--- src/rtl/fxp64s_norm_ctrl_pkg.sv ---
// FXP64S format constants shared by the normalisation controller and the variable shifter.
package fxp64s_norm_ctrl_pkg;

  localparam int unsigned FXP64S_WIDTH   = 64;
  localparam int unsigned FXP64S_ADDR    = 6;   // bits needed to address any bit of a word
  localparam int unsigned FXP64S_SIGN    = 63;
  localparam int unsigned FXP64S_MAG     = 63;  // magnitude width
  localparam int          FXP64S_LSB_POW = -48;
  localparam int unsigned FXP64S_ONE_POS = int'(-FXP64S_LSB_POW);

  typedef enum logic [1:0] {
    ST_IDLE,
    ST_SCAN,
    ST_DONE
  } norm_state_e;

endpackage

--- src/rtl/fxp64s_chunk_penc.sv ---
// Combinational priority encoder: finds the highest set bit of a chunk, indexed from its MSB.
module fxp64s_chunk_penc #(
  parameter int unsigned CHUNK_W = 8,
  parameter int unsigned IDX_W   = $clog2(CHUNK_W)
) (
  input  logic [CHUNK_W-1:0] chunk,
  output logic               hit,
  output logic [IDX_W-1:0]   idx
);

  // Ascending scan so the highest set bit is the last assignment to stick.
  always_comb begin
    hit = |chunk;
    idx = '0;
    for (int i = 0; i < int'(CHUNK_W); i++) begin
      if (chunk[i]) idx = IDX_W'(int'(CHUNK_W) - 1 - i);
    end
  end

endmodule

--- src/rtl/fxp64s_norm_ctrl.sv ---
// Iterative leading-one scanner producing the shift amount/direction that moves the
// leading one of an FXP64S magnitude onto the unity bit.
module fxp64s_norm_ctrl
  import fxp64s_norm_ctrl_pkg::*;
#(
  parameter int unsigned CHUNK_W    = 8,
  parameter int unsigned TARGET_POS = FXP64S_ONE_POS
) (
  input  logic                    clk,
  input  logic                    rstn,
  input  logic                    in_valid,
  output logic                    in_ready,
  input  logic [FXP64S_WIDTH-1:0] in_data,
  output logic                    out_valid,
  input  logic                    out_ready,
  output logic [FXP64S_WIDTH-1:0] out_data,
  output logic [FXP64S_WIDTH-1:0] out_shift,
  output logic                    out_shift_sign,
  output logic                    out_zero
);

  localparam int unsigned W      = FXP64S_WIDTH;
  localparam int unsigned NCHUNK = W / CHUNK_W;
  localparam int unsigned K_W    = $clog2(NCHUNK);
  localparam int unsigned IDX_W  = $clog2(CHUNK_W);
  localparam int unsigned POS_W  = FXP64S_ADDR + 1;

  norm_state_e            state_q, state_d;
  logic [K_W-1:0]         k_q, k_d;
  logic [W-1:0]           vec_q, vec_d;
  logic [W-1:0]           data_q, data_d;
  logic [FXP64S_ADDR-1:0] shift_q, shift_d;
  logic                   sign_q, sign_d;
  logic                   zero_q, zero_d;
  logic                   valid_q, valid_d;
  logic                   ready_q, ready_d;

  logic [CHUNK_W-1:0]     chunk_c;
  logic                   hit_c;
  logic [IDX_W-1:0]       idx_c;
  logic [POS_W-1:0]       pos_c;

  // The scan vector is shifted up one chunk per miss, so the current chunk is always at the top.
  assign chunk_c = vec_q[W-1 -: CHUNK_W];

  fxp64s_chunk_penc #(
    .CHUNK_W (CHUNK_W),
    .IDX_W   (IDX_W)
  ) u_penc (
    .chunk (chunk_c),
    .hit   (hit_c),
    .idx   (idx_c)
  );

  assign pos_c = POS_W'(W - 1) - POS_W'(k_q) * POS_W'(CHUNK_W) - POS_W'(idx_c);

  // Next-state and output-register logic.
  always_comb begin
    state_d = state_q;
    k_d     = k_q;
    vec_d   = vec_q;
    data_d  = data_q;
    shift_d = shift_q;
    sign_d  = sign_q;
    zero_d  = zero_q;
    valid_d = valid_q;
    ready_d = ready_q;
    unique case (state_q)
      ST_IDLE: begin
        if (in_valid) begin
          data_d  = in_data;
          vec_d   = {1'b0, in_data[FXP64S_MAG-1:0]};
          k_d     = '0;
          zero_d  = 1'b0;
          ready_d = 1'b0;
          state_d = ST_SCAN;
        end
      end
      ST_SCAN: begin
        if (hit_c) begin
          if (pos_c > POS_W'(TARGET_POS)) begin
            sign_d  = 1'b1;
            shift_d = FXP64S_ADDR'(pos_c - POS_W'(TARGET_POS));
          end else begin
            sign_d  = 1'b0;
            shift_d = FXP64S_ADDR'(POS_W'(TARGET_POS) - pos_c);
          end
          valid_d = 1'b1;
          state_d = ST_DONE;
        end else if (k_q == K_W'(NCHUNK - 1)) begin
          zero_d  = 1'b1;
          shift_d = '0;
          sign_d  = 1'b0;
          valid_d = 1'b1;
          state_d = ST_DONE;
        end else begin
          k_d   = k_q + K_W'(1);
          vec_d = vec_q << CHUNK_W;
        end
      end
      ST_DONE: begin
        if (out_ready) begin
          valid_d = 1'b0;
          ready_d = 1'b1;
          state_d = ST_IDLE;
        end
      end
      default: begin
        valid_d = 1'b0;
        ready_d = 1'b1;
        state_d = ST_IDLE;
      end
    endcase
  end

  always_ff @(posedge clk or negedge rstn) begin
    if (!rstn) begin
      state_q <= ST_IDLE;
      k_q     <= '0;
      vec_q   <= '0;
      data_q  <= '0;
      shift_q <= '0;
      sign_q  <= 1'b0;
      zero_q  <= 1'b0;
      valid_q <= 1'b0;
      ready_q <= 1'b1;
    end else begin
      state_q <= state_d;
      k_q     <= k_d;
      vec_q   <= vec_d;
      data_q  <= data_d;
      shift_q <= shift_d;
      sign_q  <= sign_d;
      zero_q  <= zero_d;
      valid_q <= valid_d;
      ready_q <= ready_d;
    end
  end

  assign in_ready       = ready_q;
  assign out_valid      = valid_q;
  assign out_data       = data_q;
  assign out_shift      = W'(shift_q);
  assign out_shift_sign = sign_q;
  assign out_zero       = zero_q;

endmodule
--- config.mk ---
export PLATFORM = sky130hd
export DESIGN_NAME = fxp64s_norm_ctrl
export DESIGN_NICKNAME = d
export VERILOG_FILES = /design/src/rtl/fxp64s_norm_ctrl_pkg.sv /design/src/rtl/fxp64s_chunk_penc.sv /design/src/rtl/fxp64s_norm_ctrl.sv
export SDC_FILE = /design/constraint.sdc
export NUM_CORES = 1
export LEC_CHECK = 0
export CAP_MARGIN = 20
export CORE_MARGIN = 1.5
export CORE_UTILIZATION = 53
export CTS_BUF_LIST = sky130_fd_sc_hd__clkbuf_8
export CTS_CLUSTER_SIZE = 24
export DETAILED_ROUTE_END_ITERATION = 10
export PLACE_DENSITY = 0.95
export SLEW_MARGIN = 20
export SYNTH_ARGS = -nofsm -noshare
export SYNTH_HDL_FRONTEND = slang
export SYNTH_SLANG_ARGS = --single-unit
--- constraint.sdc ---
create_clock -name clk -period 8 [get_ports clk]
set_input_delay 1.6 -clock clk [delete_from_list [all_inputs] [get_ports clk]]
set_output_delay 1.6 -clock clk [all_outputs]
set_load 0.01 [all_outputs]
==> results.py <==
metrics = {
    "route": {
        "post_drt_wl_per_cell_um": 16.8,
        "drc": 0,
        "finalWirelength_um": 15100,
        "firstDrtPassIters": 4,
        "vias": 4757,
        "postRouteAntennaNets": 0,
        "viasPerCell": 5.29,
        "drtIter0Drc": 242,
    },
    "sta": {
        "fin_crit_sh_pct": 41.5,
        "period_needed_ps": 3320,
        "fin_tns_setup_ps": 0,
        "fin_ws_ps": 4680,
        "max_freq_mhz": 301,
        "skew_ps": 15.8,
        "hold_violations": 0,
        "drv_slew": 0,
        "setup_violations": 0,
        "rsz0062_at_grt": "false",
        "worstMarginPinSlew_ps": 1020,
        "slew_headroom_pct": 32.2,
    },
    "synthesis": {
        "avgSynthCellArea_sq_um": 11.5,
        "yosysUniqueCellTypes": 45,
        "synth_flop_cell": "dfrtp_1",
        "ys_ff_latch": 143,
        "synth_seq_area_share_pct": 53.2,
        "synthCells": 585,
        "synth_edf_count": 0,
        "yosysWarnings": 0,
        "synth_area_sq_um": 6730,
        "async_reset_ff_share_pct": 100,
    },
    "clock_network": {
        "cts_resized": 0,
        "clock-root-buffer": "clkbuf_8",
        "cts_tree": "built",
        "path_clk_slew_ps": 80,
        "post_cts_buffers": 0,
        "cts_hold_buf": 0,
        "cts_max_level": 4,
        "clk_latency_ps": 450,
        "tritoncts_num_sinks": 143,
        "clockBufferDepth": 2,
        "cts_buffers": 17,
    },
    "setup_path": {
        "path_max_fanout": 7,
        "worstPathArrival_ps": 3660,
        "ff2ff_setup_slack_ps": 4680,
        "required_ps": 8340,
        "start_kind": "register",
        "cp-end-kind": "register",
        "worst-setup-path-type": "reg -> reg",
    },
    "power": {
        "p_clk_share_pct": 17.5,
        "p_switching_mw": 1.39,
        "p_leak_nw": 3.73,
        "sequentialPowerShare_pct": 35.4,
        "power.internal_mw": 2.35,
        "p_per_area_nw_per_um2": 439,
        "ir_drop_v": 0.000288,
        "switching_share_pct": 37.2,
        "comb_power_share_pct": 47.1,
    },
    "global_route": {
        "antenna_found_initial": 0,
        "gr-usage-met2_pct": 39.7,
        "grt_max_degree": 122,
        "gr-max-usage-layer": "met2",
        "grt_pass1_wl_um": 24600,
        "grt_overflow_total": 0,
        "grt_pass1_vias": 4929,
        "use_met1_pct": 29.0,
        "grt_usage_pct": 24.2,
        "grtUsageMet3_pct": 7.95,
    },
    "floorplanning": {
        "std_cell_rows": 40,
        "die_h_um": 116,
        "dieArea_sq_um": 13400,
        "coreArea_sq_um": 12200,
        "start_util_pct": 55.1,
        "die_w_um": 116,
        "num_io_pins": 200,
    },
    "place": {
        "gp_congestion": 0.860,
        "io_buffer_count": 141,
        "placed_cell_area_sq_um": 8060,
        "hpwl_um": 10300,
        "pre_cts_ws_ps": 4380,
    },
    "layout": {
        "syn2layout_area_growth_pct": 26.4,
        "mostFrequentLayoutCell": "dfrtp_1",
        "regArea_sq_um": 3580,
        "final_cell_mix": "dfrtp_1 (142), clkdlybuf4s50_1 (140), nand2_1 (73)",
        "num_antenna_cells": 0,
        "drive_above_1_share_pct": 14.9,
        "multiInputGateArea_sq_um": 2800,
        "fillCellCount": 818,
        "fin_area_sq_um": 8510,
        "nNetsFinal": 799,
    },
    "status": {
        "outcome": "completed",
    },
    "job": {
        "cap_violations": 0,
    },
    "hold_path": {
        "min_path_type": "reg -> reg",
    },
}
## sequential cells by signal, summed over array words and instances (netlist names)
name	flops
shift_q	6
out_valid	1
out_data	64
vec_q	64
in_ready	1
out_zero	1
k_q	3
out_shift_sign	1
state_q	2
## cells in the mapped netlist (all sizes together), types with 2 or more instances
| library cell | count | area (sq um) |
|---|---|---|
| dfrtp | 142 | 3550 |
| nand2 | 74 | 280 |
| buf | 67 | 487 |
| mux2 | 64 | 721 |
| o21ai | 64 | 320 |
| mux2i | 55 | 551 |
| clkbuf | 18 | 70.1 |
| nor2 | 13 | 48.8 |
| a21oi | 11 | 55.1 |
| ha | 11 | 138 |
| a22o | 10 | 87.6 |
| inv | 8 | 30.0 |
| nand3 | 7 | 40.0 |
| o31ai | 5 | 37.5 |
| nor3 | 4 | 20.0 |
| nor4 | 4 | 61.3 |
| nor2b | 3 | 18.8 |
| xnor2 | 3 | 26.3 |
| a31oi | 2 | 12.5 |
| and3 | 2 | 12.5 |
| nand2b | 2 | 12.5 |
| nor3b | 2 | 15.0 |
## routing by layer
| metal | vias to the layer above | wire [um] |
|---|---|---|
| li1 | 2189 | - |
| met1 | 2304 | 6150 |
| met2 | 221 | 7440 |
| met3 | 43 | 1100 |
| met4 | 0 | 422 |
| met5 | - | 0 |
## area by class of cell
cell class                      instances  share of cell area [%]
Inverter                                8                   0.353
Tap cell                              168                    2.47
Sequential cell                       143                    42.0
Clock inverter                         12                    2.26
Multi-Input combinational cell        406                    32.9
Clock buffer                           19                    3.07
Timing Repair Buffer                  144                    16.9
## power groups by stage
stage / Clock [mW] / Sequential [mW] / Combinational, mW
final: 0.655 / 1.32 / 1.76
after global routing: 0.700 / 1.36 / 1.93
after CTS: 0.667 / 1.32 / 1.77
after detailed placement: 0 / 1.33 / 1.75
after global placement: 0 / 1.30 / 1.68
after floorplan: 0 / 1.36 / 1.05
## cell families after synthesis
family                     share of synthesized area (%)
muxes                                               18.9
adders and majority gates                           2.04
xor gates and xnor gates                           0.520
and+or+nand+nor                                     8.42
other                                             0.0557
AOI/OAI and AO/OA                                   8.20
DFF                                                 53.2
buffers and inverters                               8.72
## metrics by stage
stage	cells	utilization, %	total power, mW	hold WS, ps
finish	900	69.7	3.74	484
global route	900	69.7	3.99	504
CTS	900	69.7	3.76	489
detailed placement	869	66.0	3.08	473
global placement	869	66.0	2.98	461
floorplan	642	-	2.41	449
## worst max-delay path: stages, from the launching register on
cell       delay [ps]
dfrtp_1           480
nor4_4            390
nand2b_1          230
ha_1              410
o21ai_0           110
o2bb2ai_1         150
a311oi_2          430
inv_2              90
ha_1              200
nand3_1           110
nand3_2           160
and4_1            220
o31ai_1           240
## worst paths after layout
check                           cells past startpoint                  endpoint                  start
worst min-delay path                                2     vec_q[33]$_DFFE_PN0P_  vec_q[33]$_DFFE_PN0P_
worst max register to register                     12    shift_q[3]$_DFFE_PN0P_  vec_q[63]$_DFFE_PN0P_
worst min register to register                      2     vec_q[33]$_DFFE_PN0P_  vec_q[33]$_DFFE_PN0P_
worst max-delay path                               12    shift_q[3]$_DFFE_PN0P_  vec_q[63]$_DFFE_PN0P_
min in group asynchronous                           1  out_data[31]$_DFFE_PN0P_                   rstn
max in group asynchronous                           2        k_q[0]$_DFFE_PN0P_                   rstn
Power figures use the tool's default switching activity.
